**src/rtl/pio_keyboard_debounced.sv**
```systemverilog
// Avalon-MM input PIO for keypad/switch lines. Each bit passes through a
// two-flop synchroniser and a debounce filter. Debounced transitions are
// latched in a sticky edge-capture register, and that register is masked
// into a single level interrupt.
module pio_keyboard_debounced #(
  parameter int WIDTH           = 5,
  parameter int DEBOUNCE_CYCLES = 50000,
  parameter int EDGE_TYPE       = 0      // 0 rising, 1 falling, 2 any
) (
  input  logic             clk,
  input  logic             reset,
  input  logic [1:0]       address,
  input  logic             chipselect,
  input  logic             write_n,
  input  logic [31:0]      writedata,
  input  logic [WIDTH-1:0] in_port,
  output logic [31:0]      readdata,
  output logic             irq
);

  localparam int              CNT_W    = $clog2(DEBOUNCE_CYCLES + 1);
  localparam logic [CNT_W-1:0] CNT_LAST = CNT_W'(DEBOUNCE_CYCLES - 1);

  logic [WIDTH-1:0] sync1_reg;
  logic [WIDTH-1:0] sync2_reg;
  logic [WIDTH-1:0] stable_reg;
  logic [WIDTH-1:0] accept;
  logic [WIDTH-1:0] edge_set;
  logic [WIDTH-1:0] clear_mask;
  logic [WIDTH-1:0] irq_mask_reg;
  logic [WIDTH-1:0] edge_capture_reg;
  logic [WIDTH-1:0] edge_capture_next;
  logic [31:0]      readdata_reg;
  logic [31:0]      readdata_next;
  logic             write_en;
  logic             unused_writedata;

  // Upper writedata bits are not stored when WIDTH < 32.
  assign unused_writedata = &{1'b0, writedata};

  assign write_en = chipselect & ~write_n;

  // Two-flop synchroniser for the asynchronous key inputs.
  always_ff @(posedge clk) begin
    if (reset) begin
      sync1_reg <= '0;
      sync2_reg <= '0;
    end else begin
      sync1_reg <= in_port;
      sync2_reg <= sync2_next_unused_guard(sync1_reg);
    end
  end

  // Identity helper; keeps the synchroniser stage explicit and named.
  function automatic logic [WIDTH-1:0] sync2_next_unused_guard(input logic [WIDTH-1:0] v);
    return v;
  endfunction

  // Per-bit debounce counters. A bit is accepted when the synchronised level
  // has differed from the debounced level for DEBOUNCE_CYCLES consecutive
  // cycles; any return to the debounced level restarts the count.
  generate
    for (genvar gi = 0; gi < WIDTH; gi++) begin : g_debounce
      logic [CNT_W-1:0] cnt_reg;

      assign accept[gi] = (sync2_reg[gi] != stable_reg[gi]) && (cnt_reg == CNT_LAST);

      // Count consecutive cycles of disagreement, clearing on agreement or accept.
      always_ff @(posedge clk) begin
        if (reset) begin
          cnt_reg <= '0;
        end else if ((sync2_reg[gi] == stable_reg[gi]) || accept[gi]) begin
          cnt_reg <= '0;
        end else begin
          cnt_reg <= cnt_reg + CNT_W'(1);
        end
      end
    end
  endgenerate

  // Debounced level flips exactly on the bits accepted this cycle.
  always_ff @(posedge clk) begin
    if (reset) begin
      stable_reg <= '0;
    end else begin
      stable_reg <= stable_reg ^ accept;
    end
  end

  // Select which accepted transitions set edge capture, then merge with the
  // write-1-to-clear so that a simultaneous new edge keeps the bit set.
  always_comb begin
    edge_set = accept & sync2_reg;
    if (EDGE_TYPE == 1) begin
      edge_set = accept & ~sync2_reg;
    end else if (EDGE_TYPE == 2) begin
      edge_set = accept;
    end
    clear_mask = '0;
    if (write_en && (address == 2'd3)) begin
      clear_mask = writedata[WIDTH-1:0];
    end
    edge_capture_next = (edge_capture_reg & ~clear_mask) | edge_set;
  end

  // Interrupt mask and sticky edge-capture registers.
  always_ff @(posedge clk) begin
    if (reset) begin
      irq_mask_reg     <= '0;
      edge_capture_reg <= '0;
    end else begin
      if (write_en && (address == 2'd1)) begin
        irq_mask_reg <= writedata[WIDTH-1:0];
      end
      edge_capture_reg <= edge_capture_next;
    end
  end

  // Read mux; unused upper bits and the reserved slot read as zero.
  always_comb begin
    readdata_next = '0;
    case (address)
      2'd0:    readdata_next[WIDTH-1:0] = stable_reg;
      2'd1:    readdata_next[WIDTH-1:0] = irq_mask_reg;
      2'd3:    readdata_next[WIDTH-1:0] = edge_capture_reg;
      default: readdata_next = '0;
    endcase
  end

  // Registered read data, refreshed every cycle from the mux.
  always_ff @(posedge clk) begin
    if (reset) begin
      readdata_reg <= '0;
    end else begin
      readdata_reg <= readdata_next;
    end
  end

  assign readdata = readdata_reg;
  assign irq      = |(edge_capture_reg & irq_mask_reg);

endmodule
```
**config.mk**
```make
export PLATFORM = sky130hd
export DESIGN_NAME = pio_keyboard_debounced
export DESIGN_NICKNAME = d
export VERILOG_FILES = /design/src/rtl/pio_keyboard_debounced.sv
export SDC_FILE = /design/constraint.sdc
export NUM_CORES = 1
export LEC_CHECK = 0
export CAP_MARGIN = 0
export CELL_PAD_IN_SITES_DETAIL_PLACEMENT = 0
export CELL_PAD_IN_SITES_GLOBAL_PLACEMENT = 1
export CORE_MARGIN = 2
export CORE_UTILIZATION = 37
export DETAILED_ROUTE_END_ITERATION = 12
export PLACE_DENSITY = 0.74
export SLEW_MARGIN = 20
export SYNTH_ARGS = -nofsm -noshare
export SYNTH_HDL_FRONTEND = slang
export SYNTH_SLANG_ARGS = --single-unit
```
**constraint.sdc**
```tcl
create_clock -name clk -period 2 [get_ports clk]
set_input_delay 0.4 -clock clk [delete_from_list [all_inputs] [get_ports clk]]
set_output_delay 0.4 -clock clk [all_outputs]
set_load 0.02 [all_outputs]
```
==> results by group, run 1 <==
Status
  • Outcome: completed

Clock network
  • CTS H-Tree Depth: 3
  • CTS sink cnt: 110
  • Num CTS Buffers: 9
  • Clock Tree Buf Depth: 2
  • Worst-path clk slew: 70 ps
  • # hold bufs at CTS: 0
  • Clk root buf: clkbuf_16
  • Clk_lat worst skew: 340 ps
  • CTS tree: yes

Cells and area
  • Fill count: 1242
  • Share of cells above drive strength 1: 6.496%
  • Largest register FFs: 80
  • N_diodes: 0
  • Area Overhead vs Synth: 14.53%
  • Most frequent cells in the layout: 110 x nor2_1, 110 x dfxtp_1, 67 x xnor2_1
  • Layout Nets: 628

Critical path
  • CP max FO: 16
  • Setup crit end kind: register
  • WP data required: 2230 ps
  • R2r setup slk: 110 ps
  • CP Class: reg2reg
  • Crit start category: register
  • Arrival time worst endpoint: 2120 ps

Synth
  • Distinct cell type count after synthesis: 43
  • Post-synth design cell area: 4883 sq um
  • #FFs+latches synth: 110
  • Synth warn: 0
  • Sequential share of the synthesized area: 45.09%
  • Share of the synthesized area in the top cell type: 45.09%
  • Dominant cell type by area after synthesis: dfxtp_1
  • Async S/R FF share, synth: 0%
  • Number of synthesized flops with an enable pin: 0
  • Synth top area cells: dfxtp_1 45%, xnor2_1 12%, nor2_1 8.5%, buf_4 4.3%, nor4_1 2.9%
  • Gate Count Post-Synth: 550
  • Dominant synthesized flop cell: dfxtp_1
  • Mapped Avg Cell Area: 8.879 sq um

GRT
  • Grt ovf: 0
  • Vias in the first global route: 3422
  • Overall Global Routing Usage: 13.06%
  • First-pass GRT wire length: 15390 microns
  • Largest net degree at the start of global routing: 29
  • Initial antenna violation count: 0

STA
  • Fin Setup TNS: 0 ps
  • Final hold viol count: 0
  • Max-slew violations: 0
  • Worst Skew: 6.532 ps
  • Final setup viols: 0
  • Setup ws final: 112.5 ps
  • Final min period: 1888 ps
  • Unrepaired setup endpoints after global routing: no
  • Crit share post-route: 94.38%
  • Max frequency: 0.5298 GHz

Die
  • Die area: 14130 sq um
  • Die height: 118.9 microns
  • Row cnt: 41
  • IO Count: 76
  • Die X: 118.9 microns
  • Core ar.: 12770 sq um
  • Initial Util: 38.23%

Placed design
  • Pre-CTS WS: 118.5 ps
  • Detailed Place HPWL: 6194 microns
  • Placer Congestion: 0.7755
  • Buffers added on ports: 21

Job
  • Max-cap violations: 0

Route
  • Routed vias: 3602
  • Vias per cell: 4.758
  • Number of remaining DRC errors: 0
  • Drt pass-1 iters: 4
  • Final wirelength: 8779 microns
  • Final ANT Viol Nets: 0
  • WL per Instance: 11.60 microns
  • Iter 0 DRT Violations: 201

Power and ir drop
  • Power Dens Cells: 759.4 nW/um^2
  • Max IR drop VDD: 0.4621 mV
  • Leakage: 1.732 nW

Hold path
  • Hold Crit Class: reg2reg
## layer usage
layer  vias to the layer above  GRT usage [%]  part of all wire (%)
met5                         -              0                     0
met4                         0          4.167                   1.4
met3                         8          3.448                   3.2
met2                        48          22.23                    47
met1                      1674          16.06                    48
li1                       1872              -                     -
## synthesized netlist by cell type, types with 2 or more instances
cell type,number
nor2_1,110
inv_1,15
mux2i_1,14
and3_1,4
ha_1,5
nand3_1,24
nor4b_1,4
buf_4,28
nor2b_1,10
nand4_1,19
nand2_1,31
nor4_1,23
xor2_1,8
xnor2_1,67
nor3_1,21
buf_1,3
dfxtp_1,110
clkbuf_1,10
or3b_2,2
nand4b_1,4
nor4bb_1,7
a21oi_1,6
a31oi_1,5
## through the flow
step | cells | area, sq um | hold WS, ps | utilization, % | power, mW
4_1_cts | 757 | 5593 | 439.3 | 43.78 | 4.299
3_3_place_gp | 741 | 5281 | 421.8 | 41.35 | 2.416
6_report | 757 | 5593 | 435.6 | 43.78 | 4.247
5_1_grt | 757 | 5593 | 462.2 | 43.78 | 4.413
3_5_place_dp | 741 | 5281 | 423.1 | 41.35 | 2.419
2_1_floorplan | 576 | 4981 | 413.8 | - | 2.399
## critical path, stage by stage, from the launching register on
cell and delay (ps):
dfxtp_1 330, or4b_4 520, or4_4 540, o21ai_4 180
buf_12 150, nor2_1 50
## cell type report
class | count | area, sq um | share of cell area, %
Tap cell | 172 | 215.2 | 3.848
Inverter | 15 | 56.30 | 1.007
Clock inverter | 6 | 83.83 | 1.499
Multi-Input combinational cell | 408 | 2447 | 43.76
Sequential cell | 110 | 2202 | 39.37
Clock buffer | 10 | 229.0 | 4.094
Timing Repair Buffer | 36 | 359.1 | 6.421
## report_power, final
part	switching [mW]	total, mW	internal [mW]
clock network	0.784	1.88	1.10
logic	0.0962	0.153	0.0569
registers	0.00969	2.21	2.20
total	0.890	4.25	3.36
## path summary, 6_finish.rpt
path                             from  cells after the start                        to
min reg2reg              sync1_reg[3]                      1              sync2_reg[3]
max          g_debounce[0].cnt_reg[7]                      5  g_debounce[0].cnt_reg[4]
max reg2reg  g_debounce[0].cnt_reg[7]                      5  g_debounce[0].cnt_reg[4]
min                      sync1_reg[3]                      1              sync2_reg[3]
## logic make-up after synthesis
kind of cell	after synthesis	share of synthesized area (%)
fa+ha+maj	5	1.281
mux	14	2.869
other cells	1	0.07679
flops	110	45.09
compound gates	15	2.050
simple gates	272	28.39
buf+inv	58	6.789
xor+xnor	75	13.45
## what timing repair did
item,in CTS,in global routing
buffers inserted,0,0
setup endpoints to repair,1,0
gates resized for setup,1,0
(Power assumes the default switching activity.)
==> run 2, diff against run 1 <==
Settings changed: CORE_UTILIZATION 37 to 38, CTS_BUF_LIST set to sky130_fd_sc_hd__clkbuf_8, PLACE_DENSITY 0.74 to 0.76.
==> results by group, run 2 (synthesis results as in run 1) <==
STA
  • Max frequency: 0.5238 GHz (was 0.5298 GHz)
  • Crit share post-route: 95.46% (was 94.38%)
  • Final min period: 1909 ps (was 1888 ps)
  • Max-slew violations: 0 (unchanged)
  • Final hold viol count: 0 (unchanged)
  • Unrepaired setup endpoints after global routing: no (unchanged)
  • Fin Hold WS: 445.2 ps (was 435.6 ps)
  • Worst Skew: 9.331 ps (was 6.532 ps)
  • Fin Setup TNS: 0 ps (unchanged)
  • Final setup viols: 0 (unchanged)

Cells and area
  • FF/Latch Area: 2202 sq um (unchanged)
  • Share of cells above drive strength 1: 7.131% (was 6.496%)
  • N_diodes: 0 (unchanged)
  • Largest register FFs: 80 (unchanged)
  • Area Overhead vs Synth: 12.81% (was 14.53%)
  • Fill count: 1245 (was 1242)
  • Most frequent cells in the layout: 110 x nor2_1, 110 x dfxtp_1, 67 x xnor2_1 (unchanged)
  • Area occupied by multi-input gates: 2447 sq um (unchanged)
  • Layout Nets: 632 (was 628)

Critical path
  • WP data required: 2280 ps (was 2230 ps)
  • CP delay by family, top: simple AND/OR/NAND/NOR gates (unchanged)
  • Worst R2R Path Depth: 5 (unchanged)
  • FF-to-FF Start: g_debounce[0].cnt_reg[7] (unchanged)
  • Setup crit end kind: register (unchanged)
  • CP Class: reg2reg (unchanged)
  • Arrival time worst endpoint: 2190 ps (was 2120 ps)
  • Worst-path cell chain: or4b_4, or4_4, o21ai_4, buf_12, nor2_1 (unchanged)
  • CP Depth: 5 (unchanged)
  • CP max FO: 16 (unchanged)
  • Slowest CP cell: or4_4 (unchanged)
  • CP startpoint: g_debounce[0].cnt_reg[7] (unchanged)
  • CP bufs+invs: 1 (unchanged)
  • Crit start category: register (unchanged)
  • CP max stage delay: 540 ps (about the same)

Hold path
  • Hold Crit Class: reg2reg (unchanged)
  • Hold path cells: 1 (unchanged)
  • Min-delay src: sync1_reg[2] (was sync1_reg[3])

Status
  • Outcome: completed (unchanged)

Die
  • Die area: 13770 sq um (was 14130 sq um)
  • Die height: 117.4 microns (was 118.9 microns)
  • IO Count: 76 (unchanged)
  • Initial Util: 38.86% (was 38.23%)
  • Die X: 117.4 microns (was 118.9 microns)
  • Core ar.: 12570 sq um (was 12770 sq um)
  • Row cnt: 41 (unchanged)

Route
  • Final ANT Viol Nets: 0 (unchanged)
  • Drt pass-1 iters: 4 (unchanged)
  • Top Layer Used: met4 (unchanged)
  • WL per Instance: 11.53 microns (was 11.60 microns)
  • Met3 wire length: 338 microns (was 285 microns)
  • Vias per cell: 4.694 (was 4.758)
  • Number of remaining DRC errors: 0 (unchanged)
  • Iter 0 DRT Violations: 107 (was 201)
  • Detail Route met2 WL: 4200 microns (was 4141 microns)
  • Routed vias: 3572 (was 3602)
  • Wl on met1: 4130 microns (was 4227 microns)
  • Final wirelength: 8774 microns (was 8779 microns)

Power and ir drop
  • Power Dens Cells: 695.3 nW/um^2 (was 759.4 nW/um^2)
  • Leakage: 1.693 nW (was 1.732 nW)
  • Power, Total: 3.830 mW (was 4.247 mW)
  • Max IR drop VDD: 0.4451 mV (was 0.4621 mV)

GRT
  • Vias in the first global route: 3286 (was 3422)
  • Grt ovf: 0 (unchanged)
  • Initial antenna violation count: 0 (unchanged)
  • Largest net degree at the start of global routing: 18 (was 29)
  • Overall Global Routing Usage: 13.35% (was 13.06%)
  • First-pass GRT wire length: 15040 microns (was 15390 microns)

Placed design
  • Placer Congestion: 0.7918 (was 0.7755)
  • Buffers added on ports: 21 (unchanged)
  • Detailed Place HPWL: 6390 microns (was 6194 microns)

Job
  • Max-cap violations: 0 (unchanged)

Clock network
  • Num CTS Buffers: 9 (unchanged)
  • Clk root buf: clkbuf_8 (was clkbuf_16)
  • Worst-path clk slew: 100 ps (was 70 ps)
  • CTS sink cnt: 110 (unchanged)
  • CTS tree: yes (unchanged)
  • Clock Tree Buf Depth: 2 (unchanged)
  • Clk_lat worst skew: 380 ps (was 340 ps)
  • # hold bufs at CTS: 0 (unchanged)
  • CTS H-Tree Depth: 3 (unchanged)
[run 2: changes by cell type in the layout (fill, tap and decap cells not counted)]
cell             previous run  this run
clkbuf_16                   9         0
buf_12                      3         1
dlygate4sd2_1               1         0
buf_4                      12        18
clkbuf_8                    0        10
clkinvlp_4                  0         1
clkdlybuf4s15_1             0         1
inv_1                      15        16
clkinv_2                    3         1
clkbuf_1                    1         0
[run 2: per-layer routing]
layer | global-route usage, % | vias up
met5 | 0 | -
met4 | 4.367 | 0
met3 | 4.572 | 7
met2 | 22.55 | 56
met1 | 15.92 | 1635
li1 | - | 1874
[run 2: repair_timing]
item,CTS,global route
buffers inserted,0,0
setup endpoints to repair,1,1
pin swaps,0,0
gates resized for setup,1,1
[run 2: metrics by stage]
stage / area, sq um / setup slack (ps) / utilization (%) / instances
after CTS: 5508 / 42.67 / 43.82 / 761
after global routing: 5509 / 0.2078 / 43.83 / 761
after floorplan: 4981 / 96.69 / - / 576
after detailed placement: 5286 / 103.1 / 42.06 / 745
final: 5509 / 90.83 / 43.83 / 761
after global placement: 5286 / 133.8 / 42.06 / 745
[run 2: final timing paths]
| kind | to | slack, ps |
|---|---|---|
| min | sync2_reg[2] | 450 |
| min reg2reg | sync2_reg[2] | 450 |
| max reg2reg | g_debounce[0].cnt_reg[2] | 90 |
| max | g_debounce[0].cnt_reg[2] | 90 |
[run 2: cell type report]
cell class / count / area share, %
Inverter: 15 / 1.022
Clock inverter: 6 / 1.544
Multi-Input combinational cell: 408 / 44.42
Tap cell: 172 / 3.906
Timing Repair Buffer: 40 / 6.632
Sequential cell: 110 / 39.97
Clock buffer: 10 / 2.498
[run 2: report_power, final]
| group | leakage, nW | switching, mW | internal (mW) |
|---|---|---|---|
| combinational | 0.691 | 0.0965 | 0.0567 |
| sequential | 0.888 | 0.00930 | 2.20 |
| clock | 0.114 | 0.727 | 0.737 |
==> run 3, diff against run 2 <==
Settings changed: CELL_PAD_IN_SITES_DETAIL_PLACEMENT 0 to unset, CELL_PAD_IN_SITES_GLOBAL_PLACEMENT 1 to unset, CORE_UTILIZATION 38 to 48, CTS_BUF_LIST sky130_fd_sc_hd__clkbuf_8 to sky130_fd_sc_hd__clkbuf_16, PLACE_DENSITY 0.76 to 0.73.
Clock period 2 ns to 1.7 ns, I/O delays scaled along.
==> results by group, run 3 (synthesis results as in run 1) <==
Status
  • Outcome: finished with violations (was completed)
  • Failing checks: negative setup slack

Critical path
  • Crit start category: register (unchanged)
  • CP max stage delay: 550 ps (was 540 ps)
  • Worst R2R Path Depth: 5 (unchanged)
  • R2r setup slk: -170 ps (was 90 ps)
  • Setup crit end kind: register (unchanged)
  • Slowest CP cell: or4_4 (unchanged)
  • CP Depth: 5 (unchanged)
  • CP Class: reg2reg (unchanged)
  • CP delay by family, top: simple AND/OR/NAND/NOR gates (unchanged)
  • Worst-path cell chain: or4b_4, or4_4, o21ai_4, buf_12, nor2_1 (unchanged)
  • FF-to-FF Start: g_debounce[0].cnt_reg[13] (was g_debounce[0].cnt_reg[7])
  • WP data required: 1950 ps (was 2280 ps)
  • Arrival time worst endpoint: 2120 ps (was 2190 ps)
  • CP max FO: 16 (unchanged)
  • R2r endpoint: g_debounce[0].cnt_reg[6] (was g_debounce[0].cnt_reg[2])
  • CP bufs+invs: 1 (unchanged)

Hold path
  • Hold EP: sync2_reg[3] (was sync2_reg[2])
  • Min-delay src: sync1_reg[3] (was sync1_reg[2])
  • Hold path cells: 1 (unchanged)
  • Hold Crit Class: reg2reg (unchanged)

Route
  • WL per Instance: 12.10 microns (was 11.53 microns)
  • Iter 0 DRT Violations: 75 (was 107)
  • Vias per cell: 5.000 (was 4.694)
  • Final ANT Viol Nets: 0 (unchanged)
  • Routed vias: 3775 (was 3572)
  • Final wirelength: 9134 microns (was 8774 microns)
  • Number of remaining DRC errors: 0 (unchanged)
  • Drt pass-1 iters: 4 (unchanged)

Clock network
  • CTS tree: yes (unchanged)
  • Clock Tree Buf Depth: 2 (unchanged)
  • Clk root buf: clkbuf_16 (was clkbuf_8)
  • CTS H-Tree Depth: 3 (unchanged)
  • # hold bufs at CTS: 0 (unchanged)
  • CTS sink cnt: 110 (unchanged)
  • Clk_lat worst skew: 350 ps (was 380 ps)
  • Worst-path clk slew: 80 ps (was 100 ps)
  • Num CTS Buffers: 9 (unchanged)

Cells and area
  • Most frequent cells in the layout: 110 x nor2_1, 107 x dfxtp_1, 67 x xnor2_1 (was 110 x nor2_1, 110 x dfxtp_1, 67 x xnor2_1)
  • Design area: 5944 sq um (was 5509 sq um)
  • Share of cells above drive strength 1: 14.79% (was 7.131%)
  • Final Core Density: 60.54% (was 43.83%)
  • Final Non-Filler Cells: 755 (was 761)
  • Layout Nets: 665 (was 632)
  • Most common cell after layout, fill and taps aside: nor2_1
  • N_diodes: 0 (unchanged)
  • Area Overhead vs Synth: 21.73% (was 12.81%)
  • Fill count: 853 (was 1245)
  • Largest register FFs: 80 (unchanged)

GRT
  • Largest net degree at the start of global routing: 22 (was 18)
  • Vias in the first global route: 3701 (was 3286)
  • Initial antenna violation count: 0 (unchanged)
  • Overall Global Routing Usage: 17.74% (was 13.35%)
  • First-pass GRT wire length: 15990 microns (was 15040 microns)
  • Grt ovf: 0 (unchanged)

STA
  • Final min period: 1874 ps (was 1909 ps)
  • Worst-margin pin slew: 516.2 ps
  • Worst Skew: 8.368 ps (was 9.331 ps)
  • Max-slew violations: 0 (unchanged)
  • Final setup viols: 17 (was 0)
  • Slew headroom: 65.10%
  • Setup ws final: -173.6 ps (was 90.83 ps)
  • Crit share post-route: 110.2% (was 95.46%)
  • Unrepaired setup endpoints after global routing: yes (was no)
  • Max frequency: 0.5337 GHz (was 0.5238 GHz)
  • Final hold viol count: 0 (unchanged)

Die
  • Core ar.: 9819 sq um (was 12570 sq um)
  • Die height: 104.9 microns (was 117.4 microns)
  • Row cnt: 36 (was 41)
  • IO Count: 76 (unchanged)
  • Initial Util: 49.73% (was 38.86%)
  • Die area: 11000 sq um (was 13770 sq um)
  • Die X: 104.9 microns (was 117.4 microns)

Placed design
  • Buffers added on ports: 21 (unchanged)
  • Post-DP Area: 5514 sq um (was 5286 sq um)
  • Detailed Place HPWL: 6458 microns (was 6390 microns)
  • Placer Congestion: 0.8105 (was 0.7918)
  • Placed Cells: 736 (was 745)

Power and ir drop
  • Power Dens Cells: 845.3 nW/um^2 (was 695.3 nW/um^2)
  • Power, Total: 5.025 mW (was 3.830 mW)
  • Leakage: 1.952 nW (was 1.693 nW)
  • Max IR drop VDD: 0.6850 mV (was 0.4451 mV)

Job
  • Max-cap violations: 0 (unchanged)
==> run 3: changes by cell type in the layout (fill, tap and decap cells not counted), sizes merged <==
cell	change
buf	+34
bufinv	-1
clkbuf	-1
clkdlybuf4s15	-1
clkinv	+2
clkinvlp	-1
inv	+1
==> run 3: cell type report <==
type	count	area, sq um	share of cell area, %
clock buffer	9	225.2	3.789
clock inverter	7	100.1	1.684
inverter	15	56.30	0.9472
multi-input combinational	408	2539	42.71
sequential	110	2206	37.11
tap	133	166.4	2.799
timing repair buffer	73	651.9	10.97
==> run 3: how the worst max path moves through the flow <==
stage                                         start                         to  slack, ps
after global routing      g_debounce[0].cnt_reg[13]  g_debounce[0].cnt_reg[14]       -220
after floorplan           g_debounce[0].cnt_reg[13]  g_debounce[0].cnt_reg[13]       -180
after global placement    g_debounce[0].cnt_reg[13]  g_debounce[0].cnt_reg[13]       -130
after detailed placement  g_debounce[0].cnt_reg[13]  g_debounce[0].cnt_reg[14]       -150
final                     g_debounce[0].cnt_reg[13]   g_debounce[0].cnt_reg[6]       -170
after CTS                 g_debounce[0].cnt_reg[13]   g_debounce[0].cnt_reg[6]       -170
==> run 3: repair_timing <==
item | CTS | global route
setup buffers | 2 | 1
resized for setup | 6 | 17
endpoints found under the setup margin | 18 | 38
pin swaps | 2 | 3
endpoints found under the hold margin | 0 | 0
==> run 3: worst reg2reg max path: cells and delay by family, from the launching register on <==
kind | cells | cell delay, ps
buffers and inverters | 1 | 150
and+or+nand+nor | 3 | 1150
DFF | 1 | 320
AOI/OAI and AO/OA | 1 | 160
==> run 3: metrics by stage <==
| step | setup TNS, ps | hold WS [ps] | worst slack, ps |
|---|---|---|---|
| 4_1_cts | -2845 | 449.7 | -169.4 |
| 3_5_place_dp | -2649 | 436.6 | -154.0 |
| 3_3_place_gp | -2136 | 424.5 | -134.3 |
| 5_1_grt | -3692 | 468.1 | -221.6 |
| 2_1_floorplan | -2079 | 413.8 | -176.8 |
| 6_report | -2827 | 446.3 | -173.6 |
==> run 3: power by group <==
group          switching, mW  internal, mW  total, mW
sequential           0.00979          2.59       2.60
combinational          0.116        0.0777      0.194
clock                   1.04          1.19       2.23
total                   1.16          3.86       5.02
==> run 3: metal layers <==
metal	wire length (microns)	vias to the layer above	share of wire, %	GRT usage, %
li1	-	1950	-	-
met1	4139	1757	45	20.21
met2	4590	55	50	31.63
met3	247	13	2.7	4.304
met4	156	0	1.7	7.238
met5	0	-	0	0
